**config.mk**
```make
export PLATFORM = sky130hd
export DESIGN_NAME = adder_nbit_serial
export DESIGN_NICKNAME = d
export VERILOG_FILES = /design/src/rtl/adder_nbit_serial_pkg.sv /design/src/rtl/adder_nbit_serial_digit_adder.sv /design/src/rtl/adder_nbit_serial.sv
export SDC_FILE = /design/constraint.sdc
export NUM_CORES = 1
export LEC_CHECK = 0
export CAP_MARGIN = 20
export CORE_UTILIZATION = 63
export CTS_CLUSTER_SIZE = 24
export DETAILED_ROUTE_END_ITERATION = 10
export DONT_BUFFER_PORTS = 1
export GPL_ROUTABILITY_DRIVEN = 0
export PLACE_DENSITY = 0.85
export RECOVER_POWER = 100
export SYNTH_ARGS = -nofsm -noshare
export SYNTH_HDL_FRONTEND = slang
export SYNTH_HIERARCHICAL = 1
export SYNTH_SLANG_ARGS = --single-unit
```
**constraint.sdc**
```tcl
create_clock -name clk -period 3.1 [get_ports clk]
set_input_delay 0.31 -clock clk [delete_from_list [all_inputs] [get_ports clk]]
set_output_delay 0.31 -clock clk [all_outputs]
set_load 0.01 [all_outputs]
```
**src/rtl/adder_nbit_serial_pkg.sv**
```systemverilog
// ---------------------------------------------------------------------------
// adder_nbit_serial_pkg
//   Shared definitions for the digit-serial adder/subtractor:
//     - FSM state encodings (2-bit, legacy-compatible constants)
//     - clog2 helper used to size the digit counter
//   No ports; imported by adder_nbit_serial and digit_adder.
// ---------------------------------------------------------------------------
package adder_nbit_serial_pkg;

    localparam logic [1:0] ST_IDLE = 2'd0;
    localparam logic [1:0] ST_RUN  = 2'd1;
    localparam logic [1:0] ST_DONE = 2'd2;

    // Ceiling log2; clog2(1) == 0, so callers must clamp to at least 1 bit.
    function automatic int clog2(input int value);
        int r;
        r = 0;
        while ((1 << r) < value) begin
            r = r + 1;
        end
        return r;
    endfunction

endpackage

```
**src/rtl/adder_nbit_serial_digit_adder.sv**
```systemverilog
// ---------------------------------------------------------------------------
// digit_adder
//   Combinational W-bit ripple-carry slice used once per cycle by the
//   digit-serial adder.
//   Ports:
//     a, b      in  W  operand slices
//     cin       in  1  carry into bit 0
//     s         out W  slice sum
//     cout      out 1  carry out of bit W-1
//     c_msb_in  out 1  carry into bit W-1 (needed for signed overflow)
// ---------------------------------------------------------------------------
module digit_adder
    import adder_nbit_serial_pkg::*;
#(
    parameter int W = 4
) (
    input  logic [W-1:0] a,
    input  logic [W-1:0] b,
    input  logic         cin,
    output logic [W-1:0] s,
    output logic         cout,
    output logic         c_msb_in
);

    // A scalar running carry avoids a self-referencing carry vector.
    always_comb begin
        logic carry;
        carry    = cin;
        s        = '0;
        c_msb_in = 1'b0;
        for (int i = 0; i < W; i++) begin
            if (i == W - 1) begin
                c_msb_in = carry;
            end
            s[i]  = a[i] ^ b[i] ^ carry;
            carry = (a[i] & b[i]) | (carry & (a[i] ^ b[i]));
        end
        cout = carry;
    end

endmodule

```
**src/rtl/adder_nbit_serial.sv**
```systemverilog
// ---------------------------------------------------------------------------
// adder_nbit_serial
//   Multi-cycle N-bit adder/subtractor processing DIGIT bits per cycle,
//   least-significant digit first, through a single digit_adder slice.
//   Ports:
//     clk    in  1  clock, rising edge
//     rst    in  1  synchronous active-high reset
//     start  in  1  request, accepted when ready=1
//     sub    in  1  0: A+B, 1: A-B (sampled on accept)
//     A, B   in  N  operands (sampled on accept)
//     ready  out 1  new request can be accepted
//     valid  out 1  one-cycle pulse, S/Co/Ovf final
//     S      out N  result modulo 2^N
//     Co     out 1  carry out of bit N-1 (sub: 1 = no borrow)
//     Ovf    out 1  signed overflow
// ---------------------------------------------------------------------------
module adder_nbit_serial
    import adder_nbit_serial_pkg::*;
#(
    parameter int N     = 32,
    parameter int DIGIT = 4
) (
    input  logic         clk,
    input  logic         rst,
    input  logic         start,
    input  logic         sub,
    input  logic [N-1:0] A,
    input  logic [N-1:0] B,
    output logic         ready,
    output logic         valid,
    output logic [N-1:0] S,
    output logic         Co,
    output logic         Ovf
);

    localparam int NDIG = N / DIGIT;
    localparam int CW   = (NDIG > 1) ? clog2(NDIG) : 1;
    localparam logic [CW-1:0] LAST_DIGIT = CW'(NDIG - 1);

    if (N < 2 || DIGIT < 1 || DIGIT > N || (N % DIGIT) != 0) begin : g_bad_params
        $error("adder_nbit_serial: N must be >= 2 and a multiple of DIGIT");
    end

    logic [1:0]       state_q, state_d;
    logic [CW-1:0]    cnt_q, cnt_d;
    logic [N-1:0]     a_q, a_d;
    logic [N-1:0]     b_q, b_d;
    logic [N-1:0]     s_q, s_d;
    logic             c_q, c_d;
    logic             co_q, co_d;
    logic             ovf_q, ovf_d;

    logic [DIGIT-1:0] slice_s;
    logic             slice_cout;
    logic             slice_cmsb;
    logic             accept;
    logic             last;

    // Operand registers shift right each RUN cycle, so the active slice is
    // always their low DIGIT bits.
    digit_adder #(.W(DIGIT)) u_slice (
        .a        (a_q[DIGIT-1:0]),
        .b        (b_q[DIGIT-1:0]),
        .cin      (c_q),
        .s        (slice_s),
        .cout     (slice_cout),
        .c_msb_in (slice_cmsb)
    );

    assign ready  = (state_q != ST_RUN);
    assign valid  = (state_q == ST_DONE);
    assign accept = start & ready;
    assign last   = (cnt_q == LAST_DIGIT);

    assign S   = s_q;
    assign Co  = co_q;
    assign Ovf = ovf_q;

    always_comb begin
        state_d = state_q;
        cnt_d   = cnt_q;
        a_d     = a_q;
        b_d     = b_q;
        s_d     = s_q;
        c_d     = c_q;
        co_d    = co_q;
        ovf_d   = ovf_q;

        case (state_q)
            ST_RUN: begin
                for (int i = 0; i < NDIG; i++) begin
                    if (cnt_q == CW'(i)) begin
                        s_d[i*DIGIT +: DIGIT] = slice_s;
                    end
                end
                c_d   = slice_cout;
                a_d   = a_q >> DIGIT;
                b_d   = b_q >> DIGIT;
                cnt_d = cnt_q + CW'(1);
                if (last) begin
                    // The last slice holds bit N-1, so its carries give Co/Ovf.
                    co_d    = slice_cout;
                    ovf_d   = slice_cout ^ slice_cmsb;
                    cnt_d   = '0;
                    state_d = ST_DONE;
                end
            end
            ST_DONE: state_d = ST_IDLE;
            ST_IDLE: state_d = ST_IDLE;
            default: state_d = ST_IDLE;
        endcase

        // Subtraction is A + ~B + 1: invert B here and seed the carry with sub.
        if (accept) begin
            a_d     = A;
            b_d     = B ^ {N{sub}};
            c_d     = sub;
            s_d     = '0;
            cnt_d   = '0;
            state_d = ST_RUN;
        end
    end

    always_ff @(posedge clk) begin
        if (rst) begin
            state_q <= ST_IDLE;
            cnt_q   <= '0;
            a_q     <= '0;
            b_q     <= '0;
            s_q     <= '0;
            c_q     <= 1'b0;
            co_q    <= 1'b0;
            ovf_q   <= 1'b0;
        end else begin
            state_q <= state_d;
            cnt_q   <= cnt_d;
            a_q     <= a_d;
            b_q     <= b_d;
            s_q     <= s_d;
            c_q     <= c_d;
            co_q    <= co_d;
            ovf_q   <= ovf_d;
        end
    end

endmodule

```
* After elaboration in Yosys (flattened, before gate mapping)
Cells that the tools add are included.
W data, S select, Z words.
** Cells by class
- Add/sub/neg operators :: 1
- Equal/unequal tests :: 11
- Multiplexer cells :: 10
- Bitwise logic cells :: 24
- Reductions and logical operators :: 12
** Operators by type and width (count)
- $mux W32 :: 4
- $xor A32 B32 Y32 :: 1
- $reduce_and A2 Y1 :: 8
- $eq A3 B3 Y1 const B :: 4
- $and A1 B1 Y1 :: 9
- $xor A1 B1 Y1 :: 9
- $eq A3 B2 Y1 const B :: 2
- $mux W1 :: 5
- $or A1 B1 Y1 :: 4
- $add A3 B1 Y3 const B :: 1
- $eq A3 B1 Y1 const B :: 1
- $logic_not A3 Y1 :: 1
- $mux W3 :: 1
- $ne A3 B3 Y1 const B :: 1
- $reduce_or A3 Y1 :: 1
- $eq A2 B1 Y1 const B :: 1
- $eq A2 B2 Y1 const B :: 1
- $ne A2 B1 Y1 const B :: 1
- $reduce_bool A2 Y1 :: 1
- $reduce_or A2 Y1 :: 1
- $not A1 Y1 :: 1
** Word-level totals
- Register bits after elaboration :: 104
- Input bits :: 68
- Output and inout bits :: 36
- Word-level logic and storage cells :: 74

* Longest topological paths before layout
Gate-level depths: netlist of the first run.
- Depth in word-level cells :: 11
- Gate-level depth with buffers :: 9

* Hierarchy
Netlist of the first run, hierarchy kept.
** By module, submodules not included
- adder_nbit_serial :: instances 1, cells an instance 516, area an instance 4682.0 sq um, seq. area each 2082.0 sq um
- digit_adder :: instances 1, cells an instance 12, area an instance 110.1 sq um, seq. area each 0.0 sq um

* Least setup slack after synthesis of the first run
No wires, ideal clock.
- Path kind :: register -> register
- Start :: register a_q[0]
- End :: register s_q[11] (netlist: S[11])
- Setup time :: 0.115 ns
- Data arrival time :: 2.132 ns
- Data required time :: 2.985 ns
- Path slack :: 0.853 ns
- Cell stages (with the launch flop) :: 10
- Path buffers :: 1
- Period minus slack after synthesis :: 2.247 ns
- Cell sequence :: dfxtp_1 fa_1 inv_1 fa_1 fa_1 inv_1 fa_1 buf_1 mux2i_1 nor2_2
** Between the ends
- Longest elaborated chain between the ends :: 8
** Ends and longest elaborated chain
- from (decl) :: line adder_nbit_serial.sv:46 : logic [N-1:0] a_q, a_d;
- from (signal assigned) :: line adder_nbit_serial.sv:128 : a_q <= '0;
- from (signal assigned) :: line adder_nbit_serial.sv:137 : a_q <= a_d;
- $xor A1 B1 Y1 :: line adder_nbit_serial_digit_adder.sv:36 : carry = (a[i] & b[i]) | (carry & (a[i] ^ b[i]));
- $and A1 B1 Y1 :: line adder_nbit_serial_digit_adder.sv:36
- $or A1 B1 Y1 * :: line adder_nbit_serial_digit_adder.sv:36
- $and A1 B1 Y1 * :: line adder_nbit_serial_digit_adder.sv:36
- $or A1 B1 Y1 * :: line adder_nbit_serial_digit_adder.sv:36
- $and A1 B1 Y1 * :: line adder_nbit_serial_digit_adder.sv:36
- $or A1 B1 Y1 * :: line adder_nbit_serial_digit_adder.sv:36
- net slice_cmsb :: line adder_nbit_serial.sv:55 : logic slice_cmsb;
- $xor A1 B1 Y1 * :: line adder_nbit_serial_digit_adder.sv:35 : s[i] = a[i] ^ b[i] ^ carry;
- net slice_s[3] :: line adder_nbit_serial.sv:53 : logic [DIGIT-1:0] slice_s;
- to (signal assigned) :: line adder_nbit_serial.sv:130 : s_q <= '0;
- to (signal assigned) :: line adder_nbit_serial.sv:139 : s_q <= s_d;
- to (decl) :: line adder_nbit_serial.sv:48 : logic [N-1:0] s_q, s_d;
The timed path passes the listed nets; every way through them passes the cells marked *.
A chain may end at the register's enable or synchronous reset.

* Final worst setup path of the first run
Same ends and word-level chain as after synthesis.

==> impl_metrics.tcl, run 1 <==
set metrics [dict create \
    die_x_um 89.22 \
    cts_root_buf "clkbuf_8" \
    antenna_found_initial 0 \
    synth_nets 606 \
    cp_max_fo 8 \
    htreeDepth 3 \
    clock_sinks 104 \
    initial_core_util 0.6572 \
    postRouteAntennaNets 0 \
    async_flop_share 0 \
    grt_pass1_vias 3158 \
    synth_edf_count 0 \
    synth_top_area_frac 0.4345 \
    drive_above_1_share 0.05578 \
    syn2layout_area_growth_pct 2.820 \
    powerDensity_nw_per_um2 538.4 \
    hold_viol 0 \
    rsz0062_at_grt "false" \
    port_buffers 0 \
    io_pins 104 \
    cts_resized 0 \
    cap_violations 0 \
    fp-row-count 31 \
    p_leak_nw 1.978 \
    clock_path_buffers 2 \
    worstMarginPinSlew_ns 1.249 \
    gr-usage-all-layers 0.2377 \
    synth_common_cells "104 x dfxtp_1, 87 x nor2_1, 57 x mux2i_1, 42 x nand2_1, 35 x a21oi_1" \
    core_area_um2 7292 \
    worstSetupPathType "flip-flop to flip-flop" \
    drv_slew 0 \
    grt_pass1_wl_um 14460 \
    first_pass_iters 4 \
    die-area_um2 7959 \
    worst_ir_drop_vdd_mv 0.2845 \
    synth.most_common_cell "dfxtp_1" \
    worstSkewPairLatency_ns 0.36 \
    yosysSeqAreaShare 0.4345 \
    overflow 0 \
    crit_required_ns 3.32 \
    setup_tns_ns 0 \
    routed_wl_um 9300 \
    synthFlopType "dfxtp_1" \
    period_share 0.7862 \
    cp-start-kind "flip-flop" \
    via_per_inst 5.744 \
    outcome "completed" \
    drc 0 \
    clk_pin_slew_worst_paths_ns 0.09 \
    syn_avg_cell_area_um2 9.076 \
    synth.area.top_cells "dfxtp_1 43%, mux2i_1 12%, nor2_1 6.8%" \
    cts_tree "done" \
    setup_viol 0 \
    drt-initial-drc-count 180 \
    worstPathArrival_ns 2.65 \
    hold_buffers 3 \
    cts_buffers 9 \
    die_h_um 89.22 \
    cts_setup_buffers 0 \
    synth_seq_cells 104 \
    fin_util 0.6757 \
    yosysUniqueCellTypes 28 \
    synth_warnings 6 \
    grt_max_degree 100 \
    p_total_w 0.002653 \
    hpwl_um 5994 \
    worst_setup_path_end_kind "flip-flop" \
    clock_skew_ns 0.01281 \
    synth.largest_area_cell "dfxtp_1" \
    synth_area_um2 4792 \
    layout.nets 575 \
    antenna_cells 0 \
    max_freq_mhz 410.3 \
    post_drt_wl_per_cell_um 15.47 \
    maxSlewHeadroom 0.1674 \
    holdWs_ns 0.02563 \
    min_period_ns 2.437 \
    vias 3452 \
    min_path_type "input port to flip-flop" \
    synth_cells 528 \
]
cell usage in the layout, fill, tap and decap left out, drive strengths merged:
| cell type | n |
|---|---|
| bufinv | 1 |
| xor2 | 1 |
| nor4bb | 3 |
| ha | 6 |
| mux2i | 57 |
| dfxtp | 104 |
| fa | 4 |
| clkbuf | 13 |
| buf | 3 |
| nand3 | 10 |
| nand4b | 3 |
| xnor2 | 32 |
| nand2 | 42 |
| inv | 13 |
| a21o | 1 |
| dlygate4sd3 | 4 |
| or3 | 1 |
| nor2 | 91 |
| nand3b | 2 |
| a211oi | 34 |
| a211o | 28 |
| clkinvlp | 2 |
| nor2b | 2 |
| clkinv | 2 |
| nand2b | 2 |
| a21oi | 41 |
metrics by stage:
step / instances / cell area [µm²] / setup WS, ns
6_report: 601 / 4927 / 0.6628
5_1_grt: 601 / 4927 / 0.5580
4_1_cts: 600 / 4941 / 0.6997
3_5_place_dp: 581 / 4716 / 0.7237
3_3_place_gp: 581 / 4716 / 0.7847
2_1_floorplan: 528 / 4792 / 0.8534
worst max-delay path: stages (launching register included):
cell and delay [ns]:
dfxtp_1 0.37, fa_1 0.18, inv_1 0.05, fa_1 0.37, fa_1 0.38, inv_1 0.11
fa_1 0.55, mux2i_1 0.25, nor2_2 0.04
worst paths after layout:
kind,start,endpoint,slack (ns),cells after the start
setup / recovery,a_q[0],S[11],0.66,8
hold / removal,rst,Co,0.03,1
setup reg to reg,a_q[0],S[11],0.66,8
hold reg to reg,b_q[10],b_q[6],0.45,2
layer usage:
layer,vias to the layer above,share of wire,track usage
met4,0,0.026,0.1111
met3,21,0.060,0.05633
met2,101,0.51,0.4212
met1,1598,0.41,0.2703
met5,-,0,0
li1,1732,-,-
sequential cells by signal, summed over array words and instances (netlist names):
register  flops
Ovf           1
c_q           1
state_q       2
Co            1
a_q          32
b_q          32
cnt_q         3
S            32
layout make-up:
type,instances,area (µm²)
inverters,12,45.04
well taps,99,123.9
multi-input cells,360,2405
repair buffers,10,76.32
clock buffers,10,127.6
fillers,621,2365
clock inverters,6,67.56
flip-flops and latches,104,2082
power by group:
group	switching (W)	total (W)	internal [W]	leakage, nW
clock network	0.000457	0.000834	0.000377	0.0929
logic	0.000188	0.000352	0.000164	1.03
registers	0.0000493	0.00147	0.00142	0.853
total	0.000694	0.00265	0.00196	1.98
kinds of logic after synthesis:
kind of cell,after synthesis,synth area share
fa+ha+maj,10,0.03238
xor+xnor,33,0.06031
buf+inv,64,0.06214
simple gates,156,0.1381
mux,57,0.1191
flops,104,0.4345
compound gates,104,0.1535
Note: power is estimated with default switching activity, not from simulation.
==> inputs of run 2 (changes only) <==
--- a/config.mk
+++ b/config.mk
@@ -6,12 +6,12 @@
 export NUM_CORES = 1
 export LEC_CHECK = 0
 export CAP_MARGIN = 20
-export CORE_UTILIZATION = 63
+export CORE_UTILIZATION = 57
 export CTS_CLUSTER_SIZE = 24
 export DETAILED_ROUTE_END_ITERATION = 10
 export DONT_BUFFER_PORTS = 1
 export GPL_ROUTABILITY_DRIVEN = 0
-export PLACE_DENSITY = 0.85
+export PLACE_DENSITY = 0.81
 export RECOVER_POWER = 100
 export SYNTH_ARGS = -nofsm -noshare
 export SYNTH_HDL_FRONTEND = slang
==> constraint.sdc (replaced) <==
create_clock -name clk -period 2.05 [get_ports clk]
set_input_delay 0.205 -clock clk [delete_from_list [all_inputs] [get_ports clk]]
set_output_delay 0.205 -clock clk [all_outputs]
set_load 0.01 [all_outputs]
==> impl_metrics.tcl, run 2 (synthesis gave the netlist of run 1 again) <==
set metrics [dict create \
    die-area_um2 8778 \
    first_pass_iters 5 \
    layout.nets 581 \
    htreeDepth 3 \
    worstMarginPinSlew_ns 0.7187 \
    rsz0062_at_grt "true" \
    worstPathArrival_ns 2.49 \
    powerDensity_nw_per_um2 826.0 \
    antenna_cells 0 \
    swShare 0.2534 \
    worstSetupPathType "flip-flop to flip-flop" \
    maxSlewHeadroom 0.5209 \
    clock_sinks 104 \
    p_int_w 0.003135 \
    syn2layout_area_growth_pct 6.084 \
    antenna_found_initial 0 \
    drv_slew 0 \
    cts_root_buf "clkbuf_8" \
    grt_max_degree 95 \
    fin_ws_ns -0.2091 \
    vias 3482 \
    power_frac_seq 0.529 \
    failed_checks "negative setup slack" \
    outcome "finished with violations" \
    port_buffers 0 \
    mostFrequentLayoutCell "dfxtp_1" \
    drt-initial-drc-count 124 \
    clock_skew_ns 0.009608 \
    grt_pass1_vias 3304 \
    dp_slack_ns -0.2545 \
    hold_viol 0 \
    clockPowerShare 0.332 \
    max_freq_mhz 442.7 \
    cts_setup_buffers 0 \
    cts_buffers 9 \
    die_h_um 93.69 \
    setup_viol 9 \
    die_x_um 93.69 \
    comb_power_share 0.139 \
    io_pins 104 \
    holdWs_ns 0.02112 \
    crit_required_ns 2.28 \
    p_leak_nw 2.021 \
    period_share 1.102 \
    dp_cells 592 \
    fin_util 0.6218 \
    min_period_ns 2.259 \
    post_drt_wl_per_cell_um 15.81 \
    final_cell_mix "101 x dfxtp_1, 87 x nor2_1, 56 x mux2i_1, 42 x nand2_1, 35 x a21oi_1" \
    fp-row-count 33 \
    gr-usage-all-layers 0.2256 \
    initial_core_util 0.5862 \
    via_per_inst 5.690 \
    drc 0 \
    cap_violations 0 \
    cp-start-kind "flip-flop" \
    hpwl_um 6031 \
    clock_path_buffers 2 \
    overflow 0 \
    fin_cells 612 \
    worst_setup_path_end_kind "flip-flop" \
    switchingPower_w 0.001064 \
    routed_wl_um 9676 \
    cp_max_fo 8 \
    postRouteAntennaNets 0 \
    cts_tree "done" \
    min_path_type "input port to flip-flop" \
    grt_pass1_wl_um 15420 \
    core_area_um2 8175 \
    worst_ir_drop_vdd_mv 0.5230 \
    clk_pin_slew_worst_paths_ns 0.09 \
    drive_above_1_share 0.09862 \
    worstSkewPairLatency_ns 0.36 \
]
run 2: final timing paths:
path                            cells past startpoint  endpoint   start  slack, ns
worst max-delay path                                8     S[11]     c_q      -0.21
worst min-delay path                                2   a_q[29]   A[29]       0.02
worst max register to register                      8     S[11]     c_q      -0.21
worst min register to register                      2    b_q[0]  b_q[4]       0.45
run 2: critical path, stage by stage (launching register included):
cell and delay [ns]:
dfxtp_2 0.36, fa_2 0.21, inv_2 0.04, fa_2 0.34
fa_2 0.35, inv_2 0.07, fa_2 0.52, mux2i_1 0.21
nor2_2 0.04
run 2: area by class of cell:
cell class              instances  area [µm²]
fillers                       706        3092
flip-flops and latches        104        2086
clock buffers                  10       137.6
repair buffers                 16       162.7
inverters                      12       48.80
multi-input cells             360        2436
well taps                     105       131.4
clock inverters                 5       81.33
run 2: power groups by stage:
stage | registers, W | clock network, W | logic [W]
final | 0.00222 | 0.00140 | 0.000582
after global routing | 0.00224 | 0.00151 | 0.000652
after CTS | 0.00222 | 0.00143 | 0.000587
after detailed placement | 0.00227 | 0 | 0.000544
after global placement | 0.00226 | 0 | 0.000526
after floorplan | 0.00224 | 0 | 0.000531
run 2: metrics by stage:
stage          setup TNS, ns  instance area, µm²  power, W
6_report              -1.422                5084  0.004199
3_3_place_gp          -1.067                4793  0.002787
5_1_grt               -3.020                5084  0.004400
4_1_cts               -1.706                5095  0.004233
2_1_floorplan        -0.2434                4807  0.002774
3_5_place_dp          -1.995                4793  0.002810
run 2: layer usage:
layer	part of all wire	track usage	vias up	wire length, µm
li1	-	-	1741	-
met1	0.42	0.2578	1636	4040
met2	0.50	0.3954	86	4878
met3	0.055	0.05825	19	535
met4	0.023	0.09744	0	221
met5	0	0	-	0
run 2: what timing repair did:
action,CTS,global route
hold buffers,5,0
pin swaps,7,6
hold endpoints to repair,68,0
resized for setup,6,4
setup endpoints to repair,13,17
==> inputs of run 3 (changes only) <==
--- a/config.mk
+++ b/config.mk
@@ -6,13 +6,14 @@
 export NUM_CORES = 1
 export LEC_CHECK = 0
 export CAP_MARGIN = 20
-export CORE_UTILIZATION = 57
+export CORE_UTILIZATION = 63
 export CTS_CLUSTER_SIZE = 24
 export DETAILED_ROUTE_END_ITERATION = 10
 export DONT_BUFFER_PORTS = 1
 export GPL_ROUTABILITY_DRIVEN = 0
-export PLACE_DENSITY = 0.81
+export PLACE_DENSITY = 0.85
 export RECOVER_POWER = 100
+export SLEW_MARGIN = 10
 export SYNTH_ARGS = -nofsm -noshare
 export SYNTH_HDL_FRONTEND = slang
 export SYNTH_HIERARCHICAL = 1
==> constraint.sdc (replaced) <==
create_clock -name clk -period 2.5 [get_ports clk]
set_input_delay 0.25 -clock clk [delete_from_list [all_inputs] [get_ports clk]]
set_output_delay 0.25 -clock clk [all_outputs]
set_load 0.01 [all_outputs]
==> impl_metrics.tcl, run 3 (synthesis gave the netlist of run 1 again) <==
set metrics [dict create \
    grt_pass1_vias 3117 \
    worstMarginPinSlew_ns 1.301 \
    worst_setup_path_end_kind "flip-flop" \
    drc 0 \
    core_area_um2 7292 \
    min_period_ns 2.406 \
    worstPathArrival_ns 2.66 \
    htreeDepth 3 \
    cap_violations 0 \
    hpwl_um 6041 \
    port_buffers 0 \
    critPathMaxStageDelay_ns 0.53 \
    crit_slowest_cell "fa_2" \
    cts_root_buf "clkbuf_8" \
    antenna_cells 0 \
    gr-usage-all-layers 0.2407 \
    crit_required_ns 2.75 \
    antenna_found_initial 0 \
    cts_tree "done" \
    period_share 0.9625 \
    worstSkewPairLatency_ns 0.36 \
    cpLargestDelayFamily "adder cells" \
    fp-row-count 31 \
    worstSetupPathType "flip-flop to flip-flop" \
    p_total_w 0.003344 \
    post_drt_wl_per_cell_um 15.62 \
    drt-initial-drc-count 201 \
    rsz0062_at_grt "false" \
    clk_pin_slew_worst_paths_ns 0.10 \
    postRouteAntennaNets 0 \
    mostFrequentLayoutCell "dfxtp_1" \
    overflow 0 \
    vias 3428 \
    clock_path_buffers 2 \
    critPathMostFrequentCell "fa_1" \
    routed_wl_um 9355 \
    die-area_um2 7959 \
    p_leak_nw 1.983 \
    max_freq_mhz 415.6 \
    syn2layout_area_growth_pct 2.976 \
    setup_tns_ns 0 \
    drv_slew 0 \
    clock_skew_ns 0.01151 \
    via_per_inst 5.723 \
    cp-start-kind "flip-flop" \
    first_pass_iters 4 \
    io_pins 104 \
    worst_ir_drop_vdd_mv 0.5216 \
    cp_num_buf_inv 2 \
    die_h_um 89.22 \
    cp_max_fo 8 \
    cts_buffers 9 \
    initial_core_util 0.6572 \
    layout.nets 573 \
    final_cell_mix "103 x dfxtp_1, 87 x nor2_1, 57 x mux2i_1, 42 x nand2_1, 39 x a21oi_1" \
    maxSlewHeadroom 0.1324 \
    powerDensity_nw_per_um2 677.6 \
    setup_viol 0 \
    min_path_type "input port to flip-flop" \
    grt_max_degree 97 \
    cts_setup_buffers 0 \
    die_x_um 89.22 \
    drive_above_1_share 0.06200 \
    grt_pass1_wl_um 14550 \
    clock_sinks 104 \
    path_cells "fa_1, inv_1, fa_1, fa_1, inv_1, fa_2, mux2i_1, nor2_2" \
    hold_viol 0 \
    outcome "completed" \
]
run 3: cell count changes in the layout (fill, tap and decap cells not counted), sizes merged:
cell,delta
dlygate4sd3,-3
bufinv,-1
buf,-3
clkbuf,-3
inv,+3
run 3: report_power, final:
part	internal, W	leakage (nW)	switching, W
sequential	0.00176	0.853	0.0000623
clock	0.000474	0.0977	0.000597
combinational	0.000206	1.03	0.000246
run 3: area by class of cell:
| class | count | area (µm²) |
|---|---|---|
| inverters | 12 | 45.04 |
| fillers | 596 | 2357 |
| clock buffers | 9 | 123.9 |
| well taps | 99 | 123.9 |
| flip-flops and latches | 104 | 2083 |
| repair buffers | 8 | 80.08 |
| clock inverters | 7 | 78.83 |
| multi-input cells | 360 | 2400 |
run 3: final timing paths:
path | start | to | slack [ns] | depth (start not counted)
max | c_q | S[19] | 0.09 | 8
min | A[31] | a_q[31] | 0.04 | 2
max reg2reg | c_q | S[19] | 0.09 | 8
min reg2reg | b_q[7] | b_q[3] | 0.46 | 2
run 3: worst register-to-register path, delay by kind of cell, from the launching register on:
kind / cells / cell delay (ns)
multiplexers: 1 / 0.25
AND/OR/NAND/NOR: 1 / 0.04
flip-flops: 1 / 0.37
adder cells (fa/ha/maj): 4 / 1.46
buffers and inverters: 2 / 0.18
run 3: repair_timing:
item,4_1_cts,5_1_grt
endpoints found under the setup margin,0,5
resized for setup,0,2
hold buffers,2,0
endpoints found under the hold margin,65,0
run 3: metrics by stage:
stage / setup slack (ns) / instance area, µm² / hold WS (ns) / util / cells
finish: 0.09384 / 4935 / 0.04418 / 0.6767 / 599
global route: 0.01720 / 4935 / 0.04713 / 0.6767 / 599
CTS: 0.01655 / 4956 / 0.02396 / 0.6797 / 599
detailed placement: 0.04380 / 4716 / 0.3288 / 0.6467 / 581
global placement: 0.1883 / 4716 / 0.3266 / 0.6467 / 581
floorplan: 0.2534 / 4792 / 0.3972 / - / 528
run 3: per-layer routing:
metal,up-vias,wire length (µm),track usage
li1,1725,-,-
met1,1599,3769,0.2839
met2,94,4844,0.4212
met3,10,598,0.05540
met4,0,143,0.1010
met5,-,0,0
